$ cat src/rtl/bp_pkg.sv
// Shared branch-predictor types: 2-bit counter encodings and per-entry state.
// Pure declarations; no timing.
// No flow control.
package bp_pkg;

    typedef enum logic [1:0] {
        SNT = 2'b00,
        WNT = 2'b01,
        WT  = 2'b10,
        ST  = 2'b11
    } bpCtr_t;

    localparam bpCtr_t INIT_CTR  = WNT;
    localparam bpCtr_t ALLOC_CTR = WT;

    // Tag and target widths follow the instantiating module's XLEN/ENTRIES,
    // so those fields are stored in parallel arrays next to this struct.
    typedef struct packed {
        logic   valid;
        bpCtr_t ctr;
    } bpEntry_t;

endpackage

$ cat src/rtl/bp_sat_ctr.sv
// 2-bit saturating counter next-state (increments on taken, decrements otherwise).
// Combinational, zero cycles.
// No flow control.
import bp_pkg::*;

module bp_sat_ctr (
    input  bpCtr_t ctr,
    input  logic   taken,
    output bpCtr_t nextCtr
);

    always_comb begin
        nextCtr = ctr;
        if (taken) begin
            if (ctr != ST) nextCtr = bpCtr_t'(ctr + 2'd1);
        end else begin
            if (ctr != SNT) nextCtr = bpCtr_t'(ctr - 2'd1);
        end
    end

endmodule

$ cat src/rtl/branch_predictor.sv
// Direct-mapped BTB + 2-bit predictor; optional BP_STATS_EN adds branch/mispredict counters.
// Lookup and mispredict are combinational (0 cycles); table updates land on the next clk edge.
// No backpressure: one lookup and one update accepted every cycle.
import bp_pkg::*;

module branch_predictor #(
    parameter int ENTRIES = 16,
    parameter int XLEN    = 32
) (
    input  logic            clk,
    input  logic            rst,
    input  logic [XLEN-1:0] pc_f,
    output logic            pred_taken_f,
    output logic [XLEN-1:0] pred_target_f,
    input  logic            upd_valid_e,
    input  logic [XLEN-1:0] upd_pc_e,
    input  logic            upd_taken_e,
    input  logic [XLEN-1:0] upd_target_e,
    input  logic            pred_taken_e,
    input  logic [XLEN-1:0] pred_target_e,
    output logic            mispredict_e,
    output logic [XLEN-1:0] redirect_pc_e
`ifdef BP_STATS_EN
    ,
    output logic [31:0]     stat_branches,
    output logic [31:0]     stat_mispred
`endif
);

    localparam int IDXW = $clog2(ENTRIES);
    localparam int TAGW = XLEN - IDXW - 2;

    bpEntry_t        entries [ENTRIES];
    logic [TAGW-1:0] tags    [ENTRIES];
    logic [XLEN-1:0] targets [ENTRIES];

    logic [IDXW-1:0] fIdx, eIdx;
    logic [TAGW-1:0] fTag, eTag;
    logic            fHit, eHit;
    bpCtr_t          ctrNext;

    assign fIdx = pc_f[IDXW+1:2];
    assign fTag = pc_f[XLEN-1:IDXW+2];
    assign eIdx = upd_pc_e[IDXW+1:2];
    assign eTag = upd_pc_e[XLEN-1:IDXW+2];

    // Lookup reads registered state only, so a same-cycle update is not bypassed.
    assign fHit          = entries[fIdx].valid && (tags[fIdx] == fTag);
    assign pred_taken_f  = fHit && entries[fIdx].ctr[1];
    assign pred_target_f = pred_taken_f ? targets[fIdx] : pc_f + XLEN'(4);

    assign eHit = entries[eIdx].valid && (tags[eIdx] == eTag);

    bp_sat_ctr u_satCtr (
        .ctr     (entries[eIdx].ctr),
        .taken   (upd_taken_e),
        .nextCtr (ctrNext)
    );

    always_ff @(posedge clk or negedge rst) begin
        if (!rst) begin
            for (int i = 0; i < ENTRIES; i++) begin
                entries[i] <= '{valid: 1'b0, ctr: INIT_CTR};
            end
        end else if (upd_valid_e) begin
            if (eHit) begin
                entries[eIdx].ctr <= ctrNext;
            end else if (upd_taken_e) begin
                entries[eIdx] <= '{valid: 1'b1, ctr: ALLOC_CTR};
            end
        end
    end

    // Taken updates either hit (tag unchanged) or allocate, so the tag write is unconditional.
    always_ff @(posedge clk) begin
        if (rst && upd_valid_e && upd_taken_e) begin
            tags[eIdx]    <= eTag;
            targets[eIdx] <= upd_target_e;
        end
    end

    assign mispredict_e  = upd_valid_e &&
                           ((pred_taken_e != upd_taken_e) ||
                            (upd_taken_e && (pred_target_e != upd_target_e)));
    assign redirect_pc_e = upd_taken_e ? upd_target_e : upd_pc_e + XLEN'(4);

`ifdef BP_STATS_EN
    always_ff @(posedge clk or negedge rst) begin
        if (!rst) begin
            stat_branches <= '0;
            stat_mispred  <= '0;
        end else begin
            if (upd_valid_e)  stat_branches <= stat_branches + 32'd1;
            if (mispredict_e) stat_mispred  <= stat_mispred + 32'd1;
        end
    end
`endif

endmodule

$ cat config.mk
export PLATFORM = sky130hd
export DESIGN_NAME = branch_predictor
export DESIGN_NICKNAME = d
export VERILOG_FILES = /design/src/rtl/bp_pkg.sv /design/src/rtl/bp_sat_ctr.sv /design/src/rtl/branch_predictor.sv
export SDC_FILE = /design/constraint.sdc
export NUM_CORES = 1
export LEC_CHECK = 0
export ABC_CLOCK_PERIOD_IN_PS = 5100
export CAP_MARGIN = 20
export CORE_MARGIN = 8
export CORE_UTILIZATION = 40
export CTS_CLUSTER_DIAMETER = 200
export DETAILED_ROUTE_END_ITERATION = 8
export DONT_BUFFER_PORTS = 1
export SYNTH_ARGS = -nofsm -noshare
export SYNTH_HDL_FRONTEND = slang
export SYNTH_SLANG_ARGS = --single-unit
$ cat constraint.sdc
create_clock -name clk -period 5.1 [get_ports clk]
set_input_delay 0.51 -clock clk [delete_from_list [all_inputs] [get_ports clk]]
set_output_delay 0.51 -clock clk [all_outputs]
set_load 0.1 [all_outputs]
==> results.toml, run 1 <==
[run_status]
outcome = "finished clean"

[detailed_routing]
drc = 0
vias = 25390
drt-initial-drc-count = 3563
drtAntennaViolNets = 0
vias_per_cell = 6.309
drtPass1Iterations = 6
post_drt_wl_per_cell_um = 35.95
drt-total-wl_um = 144700

[pwr]
pwr-share-clk_pct = 41.3
seq_power_share_pct = 50.7
p_per_area_nw_per_um2 = 349.9
ir_worst_vdd_mv = 0.2454
p_switching_w = 0.003968
p_int_w = 0.01358
power_frac_comb_pct = 8.0
p_leak_nw = 16.00
switching_share_pct = 22.61
finalPower_w = 0.01755

[cts]
cts.clk_slew.worst_paths_ns = 0.06
cts_tree = "done"
root_buffer = "clkbuf_16"
cts_buffers = 102
cts-htree-levels = 3
clk_latency_ns = 0.69
clk_path_buf_depth = 3
tritoncts_num_sinks = 976

[final_layout]
drive_above_1_share_pct = 27.89
nFillCells = 9346
nNetsFinal = 2582
post-route-util_pct = 45.44
syn2layout_area_growth_pct = 12.90

[floorplanning]
rows = 122
core_um2 = 110400
io_pins = 199
dieArea_um2 = 122000
die_h_um = 349.3
initial_core_util_pct = 40.25
die_w_um = 349.3

[worst_setup_path]
critPathMaxFanout = 241
crit_type = "in2out"
start_kind = "input pin"
required_ns = 4.59
slowest_stage = "mux4_2"
critPathCaptureType = "output port"
cpPeakStageDelay_ns = 0.73
worst_ep_arrival_time_ns = 4.34
cp_top_family = "multiplexers"
worst-path-buf-inv = 2
cp_cell_sequence = "mux4_2 -> nor2b_1 -> a211oi_1 -> a21oi_1 -> xnor2_1 -> nand4_1 -> or4_4 -> a2111oi_4 -> buf_12 -> mux2_2 -> buf_12"
rrSetupSlack_ns = 1.24
cpMostUsedCell = "buf_12"

[logic_synthesis]
ys_warn_count = 0
synth_edf_count = 928
synth_top_area_share_pct = 62.73
syn-num-nets = 2496
async_reset_ff_share_pct = 4.918
yosysSeqAreaShare_pct = 65.48
synth.area.top_cells = "edfxtp_1, mux4_2, mux2i_1"
ys.flop_type = "edfxtp_1"
synth_cell_type_count = 74
yosysTopAreaCell = "edfxtp_1"
ys_ff_latch = 976
yosysMostFrequentCell = "edfxtp_1"
yosys-top-cells-count = "edfxtp_1, mux4_2, mux2i_1"
netlist_area_um2 = 44420
avgSynthCellArea_um2 = 18.84
synthCells = 2358

[sta]
final-setup-viol-count = 0
finalMaxSlewViolations = 0
rsz0062_at_grt = "no"
hold-worst-slack_ns = 0.02279
final_hold_viol_count = 0
fin_setup_tns_ns = 0
max_slew_margin_pct = 12.53
worst_pin_slew_ns = 1.300
fin_skew_ns = 0.05639
fmax_ghz = 0.2060
period_share_pct = 95.19
post-route-min-period_ns = 4.855

[worst_hold_path]
min_path_type = "in2reg"

[grt]
grt_pass1_vias = 25380
antenna_found_initial = 24
overflow = 0
grt_max_degree = 242
grt_usage_pct = 23.24
grt_pass1_wl_um = 200800

[placement]
gp_congestion = 0.8677
detailed_place_hpwl_um = 85540
port_buffers = 0

[run]
drv_cap = 0
worst reg2reg max path: stages, from the launching register on:
cell	delay, ns
edfxtp_1	0.39
mux4_2	0.50
mux2i_1	0.22
mux2_2	0.37
nor3b_1	0.21
buf_4	0.19
nand4_1	0.08
or4_1	0.47
and4bb_2	0.38
and4b_1	0.67
a22o_1	0.28
sequential cells by signal, indices dropped and copies added (netlist names):
register / cells
targets: 512
tags: 416
entries: 48
path summary, 6_finish.rpt:
kind,end,depth (start not counted),start
min in group asynchronous,entries[5],2,rst
worst max-delay path,pred_target_f[0],11,pc_f[2]
worst min-delay path,entries[29],1,upd_taken_e
max in group asynchronous,entries[42],2,rst
worst max register to register,entries[39],10,tags[3][10]
worst min register to register,entries[38],1,entries[38]
cells by family (layout without fill, tap and decap cells):
family | count (synthesis) | after routing | share of synthesized area [%]
multiplexers | 506 | 506 | 22.14
flip-flops | 976 | 976 | 65.48
AND/OR/NAND/NOR | 327 | 327 | 3.766
buffers and inverters | 182 | 352 | 2.324
XOR/XNOR | 138 | 138 | 2.721
other | 0 | 8 | 0
AO/OA/AOI/OAI | 222 | 222 | 3.386
adder cells (fa/ha/maj) | 7 | 7 | 0.1859
layout by cell type (no fill, tap or decap), drive strengths merged, types with 5 or more instances in the layout:
cell           n
dfrtp         32
nor4          18
xnor2         83
edfxtp       928
and3          11
a211oi        14
xor2          55
a31o          16
and4           5
a221oi         5
nor3          13
bufinv         7
mux2          53
nor2b         18
dlygate4sd3   60
a22o          19
o22ai         13
clkbuf       124
a21oi         27
mux4         363
mux2i         90
o21ai         68
and2          18
a21boi        18
nand4         23
nand3         49
ha             5
inv           29
nor3b          5
nand2b         7
nor2          65
nand2         81
dfstp         16
a31oi          5
clkinv        52
diode          8
a22oi         11
buf           77
layout make-up:
type                            count  area [um2]  share of cell area (%)
Inverter                           27       101.3                  0.2021
Timing Repair Buffer              137        1351                   2.694
Multi-Input combinational cell   1200       14490                   28.89
Clock buffer                      124        2719                   5.421
Antenna cell                        8       20.02                 0.03992
Sequential cell                   976       29090                   58.00
Tap cell                         1488        1862                   3.712
Clock inverter                     64       523.0                   1.043
power by group through the flow:
stage          registers, W  clock network, W  logic, W
2_1_floorplan       0.00905                 0   0.00113
3_3_place_gp        0.00906                 0   0.00123
3_5_place_dp        0.00906                 0   0.00123
4_1_cts             0.00890           0.00736   0.00139
5_1_grt             0.00890           0.00765   0.00146
6_report            0.00890           0.00725   0.00140
per-stage QoR:
step | cells | cell area (um2) | setup slack, ns
final | 4024 | 50150 | 0.2451
after global routing | 4016 | 50130 | 0.05948
after CTS | 4016 | 50120 | 0.1288
after detailed placement | 3767 | 46250 | 0.5747
after global placement | 3766 | 46230 | 0.5957
after floorplan | 2358 | 44430 | 0.03588
what timing repair did:
action                                 4_1_cts  5_1_grt
setup endpoints to repair                    0        3
buffers inserted                             0        0
endpoints found under the hold margin      978        0
hold buffers                                61        0
resized for setup                            0        2
metal layers:
| metal | track usage (%) | wire length [um] |
|---|---|---|
| met5 | 0 | 115 |
| met4 | 6.171 | 3928 |
| met2 | 35.96 | 66430 |
| met3 | 7.267 | 17240 |
| met1 | 31.89 | 56950 |
No activity file was read; power rests on OpenSTA's default activity.
==> inputs of run 2 (changes only) <==
--- a/config.mk
+++ b/config.mk
@@ -12,6 +12,8 @@
 export CTS_CLUSTER_DIAMETER = 200
 export DETAILED_ROUTE_END_ITERATION = 8
 export DONT_BUFFER_PORTS = 1
+export GPL_ROUTABILITY_DRIVEN = 0
+export SLEW_MARGIN = 10
 export SYNTH_ARGS = -nofsm -noshare
 export SYNTH_HDL_FRONTEND = slang
 export SYNTH_SLANG_ARGS = --single-unit
==> results of run 2 <==
Final layout, timing and power as in run 1 (identical DEF).
